[config.mk]
export PLATFORM = sky130hd
export DESIGN_NAME = uart_frame_tx
export DESIGN_NICKNAME = d
export VERILOG_FILES = /design/src/rtl/uart_frame_tx.sv
export SDC_FILE = /design/constraint.sdc
export NUM_CORES = 1
export LEC_CHECK = 0
export ABC_CLOCK_PERIOD_IN_PS = 3200
export CORE_MARGIN = 3
export CORE_UTILIZATION = 40
export CTS_BUF_LIST = sky130_fd_sc_hd__clkbuf_2 sky130_fd_sc_hd__clkbuf_4 sky130_fd_sc_hd__clkbuf_8
export CTS_CLUSTER_SIZE = 28
export DETAILED_ROUTE_END_ITERATION = 12
export GPL_ROUTABILITY_DRIVEN = 1
export PLACE_DENSITY = 0.69
export SYNTH_ARGS = -nofsm -noshare
export SYNTH_HDL_FRONTEND = slang
export SYNTH_SLANG_ARGS = --single-unit
export TNS_END_PERCENT = 100
[constraint.sdc]
create_clock -name CLK -period 3.2 [get_ports CLK]
set_input_delay 0.64 -clock CLK [delete_from_list [all_inputs] [get_ports CLK]]
set_output_delay 0.64 -clock CLK [all_outputs]
set_load 0.01 [all_outputs]
[src/rtl/uart_frame_tx.sv]
// uart_frame_tx: FIFO-buffered UART transmitter with runtime parity and configurable framing
module uart_frame_tx #(
  parameter int DATA_WIDTH = 8,
  parameter int PRESCALE   = 8,
  parameter int STOP_BITS  = 1,
  parameter int FIFO_DEPTH = 4
) (
  input  logic                          CLK,
  input  logic                          RESET,
  input  logic [DATA_WIDTH-1:0]         DATA_IN,
  input  logic                          DATA_VALID,
  output logic                          DATA_READY,
  input  logic                          PAR_EN,
  input  logic                          PAR_TYP,
  output logic                          TX,
  output logic                          BUSY,
  output logic [$clog2(FIFO_DEPTH):0]   FIFO_COUNT
);
  localparam int AW = $clog2(FIFO_DEPTH);
  localparam int CW = AW + 1;
  localparam int PW = PRESCALE > 1 ? $clog2(PRESCALE) : 1;
  localparam int BW = $clog2(DATA_WIDTH);
  typedef enum logic [2:0] {IDLE, START, DATA, PARITY, STOP} state_t;
  state_t                state;
  logic [DATA_WIDTH-1:0] mem [FIFO_DEPTH];
  logic [AW-1:0]         wr_ptr, rd_ptr;
  logic [DATA_WIDTH-1:0] sh, head;
  logic [PW-1:0]         pcnt;
  logic [BW-1:0]         bcnt;
  logic                  par_en_q, par_bit;
  logic                  push, pop, bit_end, stop_end;
  assign head = mem[rd_ptr];
  // handshake and pop decision: a frame starts from idle or straight after the last stop cycle
  always_comb begin
    DATA_READY = FIFO_COUNT != CW'(FIFO_DEPTH);
    push       = DATA_VALID && DATA_READY;
    bit_end    = pcnt == PW'(PRESCALE - 1);
    stop_end   = state == STOP && bit_end && bcnt == BW'(STOP_BITS - 1);
    pop        = FIFO_COUNT != '0 && (state == IDLE || stop_end);
  end
  // input FIFO: pointers wrap naturally since depth is a power of two
  always_ff @(posedge CLK) begin
    if (RESET) begin
      wr_ptr     <= '0;
      rd_ptr     <= '0;
      FIFO_COUNT <= '0;
    end else begin
      if (push) begin
        mem[wr_ptr] <= DATA_IN;
        wr_ptr      <= wr_ptr + 1'b1;
      end
      if (pop) rd_ptr <= rd_ptr + 1'b1;
      FIFO_COUNT <= FIFO_COUNT + CW'(push) - CW'(pop);
    end
  end
  // frame sequencer: TX is registered and changes only at bit boundaries
  always_ff @(posedge CLK) begin
    if (RESET) begin
      state    <= IDLE;
      TX       <= 1'b1;
      BUSY     <= 1'b0;
      pcnt     <= '0;
      bcnt     <= '0;
      sh       <= '0;
      par_en_q <= 1'b0;
      par_bit  <= 1'b0;
    end else if (pop) begin
      state    <= START;
      TX       <= 1'b0;
      BUSY     <= 1'b1;
      pcnt     <= '0;
      bcnt     <= '0;
      sh       <= head;
      par_en_q <= PAR_EN;
      par_bit  <= ^head ^ PAR_TYP;
    end else if (state != IDLE) begin
      pcnt <= bit_end ? '0 : pcnt + 1'b1;
      if (bit_end) begin
        case (state)
          START: begin
            state <= DATA;
            TX    <= sh[0];
            sh    <= sh >> 1;
            bcnt  <= '0;
          end
          DATA: begin
            if (bcnt == BW'(DATA_WIDTH - 1)) begin
              state <= par_en_q ? PARITY : STOP;
              TX    <= par_en_q ? par_bit : 1'b1;
              bcnt  <= '0;
            end else begin
              TX   <= sh[0];
              sh   <= sh >> 1;
              bcnt <= bcnt + 1'b1;
            end
          end
          PARITY: begin
            state <= STOP;
            TX    <= 1'b1;
          end
          STOP: begin
            if (bcnt == BW'(STOP_BITS - 1)) begin
              state <= IDLE;
              BUSY  <= 1'b0;
              TX    <= 1'b1;
            end else begin
              bcnt <= bcnt + 1'b1;
            end
          end
          default: state <= IDLE;
        endcase
      end
    end
  end
endmodule

==> impl_metrics.ini <==
[clocking]
postCtsHoldBufs = 0
clockRootBuffer = clkbuf_8
cts_resized = 0
cts.path.max_buffers = 2
cts_setup_buffers = 0
tritoncts = done
clk_latency_ns = 0.34
htreeDepth = 3
clk_pin_slew_ns = 0.07
cts_made_buffers = 9
cts.sinks = 62

[worst_setup_path]
path_max_fanout = 11
crit_path_end_kind = flop
start_kind = flop
crit_type = flop to flop
r2r_cells = 11
required_ns = 3.43
arrival_ns = 2.85

[timing]
final.period_utilization = 0.819
finalMaxSlewViolations = 0
setup_violations = 0
setup_tns_ns = 0
worstMarginPinSlew_ns = 0.725
skew_ns = 0.00880
rsz0062_at_grt = no
slew_headroom = 0.510
fmax_mhz = 382
hold_viol = 0
finalWorstPathRequiredPeriod_ns = 2.62

[grt]
grt_usage = 0.137
antenna_found_initial = 0
grt_pass1_vias = 1872
grt_use_met3 = 0.0439
grt_first_pass_wirelength_mm = 9.05
grt_max_degree = 27
busiest_layer = met2
gr-usage-met2 = 0.219
met1_usage = 0.172
grt-ovfl-total = 0

[routing]
drtAntennaViolNets = 0
post_drt_wl_per_cell_microns = 14.6
drtPass1Iterations = 4
via_per_inst = 5.22
drc = 0
num_vias = 1931
first_iter_violations = 167
wirelength_mm = 5.41

[logic_synthesis]
synth_common_cells = edfxtp_1 (32), dfxtp_1 (30), nor2_1 (24), nor3_1 (18), nor2b_1 (14)
synth_edf_count = 32
synth_most_common_cell = edfxtp_1
syn_inst = 252
synth-seq-area-share = 0.535
synth_area_sq_um = 2920
netlist_top_cells_area = edfxtp_1 (33%), dfxtp_1 (21%), mux4_1 (5.4%)
synthesis.nets = 277
synth.avg_cell_area_sq_um = 11.6
ys_ff_latch = 62
ys_types = 46
netlist.area_leader.share = 0.329
synth_flop_cell = edfxtp_1
ys.warnings.count = 0
ys_async_sr_fraction = 0
yosysTopAreaCell = edfxtp_1

[power_and_ir_drop]
ir_worst_vdd_mv = 0.413
leakage_nw = 1.19
p_per_area_nw_per_um2 = 822

[min_path]
worstHoldPathCells = 2
worstHoldPathType = flop to flop

[status]
status = completed

[placed_design]
gp_congestion = 0.811
post_dp_cell_area_sq_um = 3180
hpwl_mm = 3.61
port_buffers = 18

[finish]
postLayoutCellArea_sq_um = 3350
synthToLayoutAreaGrowth_pct = 14.8
fillers = 646
drive_gt1_frac = 0.0949
antenna_cells = 0
layout.nets = 294

[die]
dieArea_sq_um = 8350
rows = 30
die_width_microns = 91.4
core_sq_um = 6940
initial_core_util = 0.420
dieHeight_microns = 91.4
ios = 19

[run]
cap_violations = 0
[metal layers]
layer  share of wire  wire (microns)  vias to the layer above
li1                -               -                      959
met1            0.46            2490                      924
met2            0.48            2600                       40
met3           0.044             239                        8
met4           0.014              76                        0
met5               0               0                        -
[report_power, final]
| part | leakage [nW] | internal (W) | switching, W |
|---|---|---|---|
| clock network | 0.0816 | 0.000281 | 0.000323 |
| registers | 0.537 | 0.000968 | 0.000119 |
| logic | 0.570 | 0.000539 | 0.000522 |
[per-stage QoR]
stage | util | hold WS (ns) | cells | setup slack [ns] | power, W
after global placement | 0.457 | 0.447 | 354 | 0.614 | 0.00214
after CTS | 0.482 | 0.468 | 370 | 0.586 | 0.00278
after floorplan | - | 0.436 | 252 | 0.394 | 0.00193
final | 0.482 | 0.462 | 370 | 0.580 | 0.00275
after global routing | 0.482 | 0.507 | 370 | 0.399 | 0.00295
after detailed placement | 0.457 | 0.453 | 354 | 0.576 | 0.00217
[worst max-delay path: stages (launching register included)]
cell and delay (ns):
dfxtp_1 0.36, ha_1 0.16, ha_1 0.36, nand3b_1 0.19
a211oi_2 0.31, ha_1 0.16, inv_1 0.03, ha_1 0.18
fa_1 0.37, xnor2_1 0.18, xnor2_1 0.15, nor2_1 0.06
[cell usage in the layout (no fill, tap or decap), drive strengths merged, types with 3 or more instances in the layout]
master | synthesis | routed
a21o | 3 | 3
a21oi | 9 | 9
a221oi | 7 | 7
a31oi | 3 | 3
and2 | 4 | 4
buf | 3 | 4
clkbuf | 13 | 9
clkdlybuf4s50 | 0 | 18
clkinv | 0 | 3
clkinvlp | 0 | 3
dfxtp | 30 | 30
edfxtp | 32 | 32
ha | 11 | 11
inv | 11 | 12
mux4 | 8 | 8
nand2 | 9 | 9
nor2 | 24 | 24
nor2b | 14 | 14
nor3 | 18 | 18
nor3b | 3 | 3
o21ai | 9 | 9
or3 | 4 | 4
xnor2 | 8 | 8
[final timing paths]
check | slack (ns) | from | to
setup / recovery | 0.58 | pcnt[0]$_SDFFE_PP0P_ | FIFO_COUNT[2]$_SDFF_PP0_
hold / removal | 0.46 | pcnt[2]$_SDFFE_PP0P_ | pcnt[2]$_SDFFE_PP0P_
setup reg to reg | 0.58 | pcnt[0]$_SDFFE_PP0P_ | FIFO_COUNT[2]$_SDFF_PP0_
hold reg to reg | 0.46 | pcnt[2]$_SDFFE_PP0P_ | pcnt[2]$_SDFFE_PP0P_
[state kept, by name, indices dropped and copies added (netlist names), named ones only]
register and flops:
bcnt 3, wr_ptr 2, par_bit 1, TX 1, pcnt 3, FIFO_COUNT 3
state 3, mem 32, par_en_q 1, sh 8, BUSY 1, rd_ptr 2
[area by class of cell]
class	instances	area [sq um]	area share
flip-flops and latches	62	1560	0.466
well taps	96	120	0.0359
repair buffers	22	210	0.0628
clock inverters	7	50.0	0.0149
inverters	11	41.3	0.0123
clock buffers	9	124	0.0370
multi-input cells	163	1240	0.371
[cell families (layout without fill, tap and decap cells)]
| family | Yosys count | in the layout | share of synthesized area |
|---|---|---|---|
| AND/OR/NAND/NOR | 88 | 88 | 0.156 |
| flip-flops | 62 | 62 | 0.535 |
| AO/OA/AOI/OAI | 42 | 42 | 0.0991 |
| buffers and inverters | 27 | 49 | 0.0386 |
| adder cells (fa/ha/maj) | 12 | 12 | 0.0541 |
| XOR/XNOR | 11 | 11 | 0.0403 |
| multiplexers | 10 | 10 | 0.0764 |
Note: power is estimated with default switching activity, not from simulation.
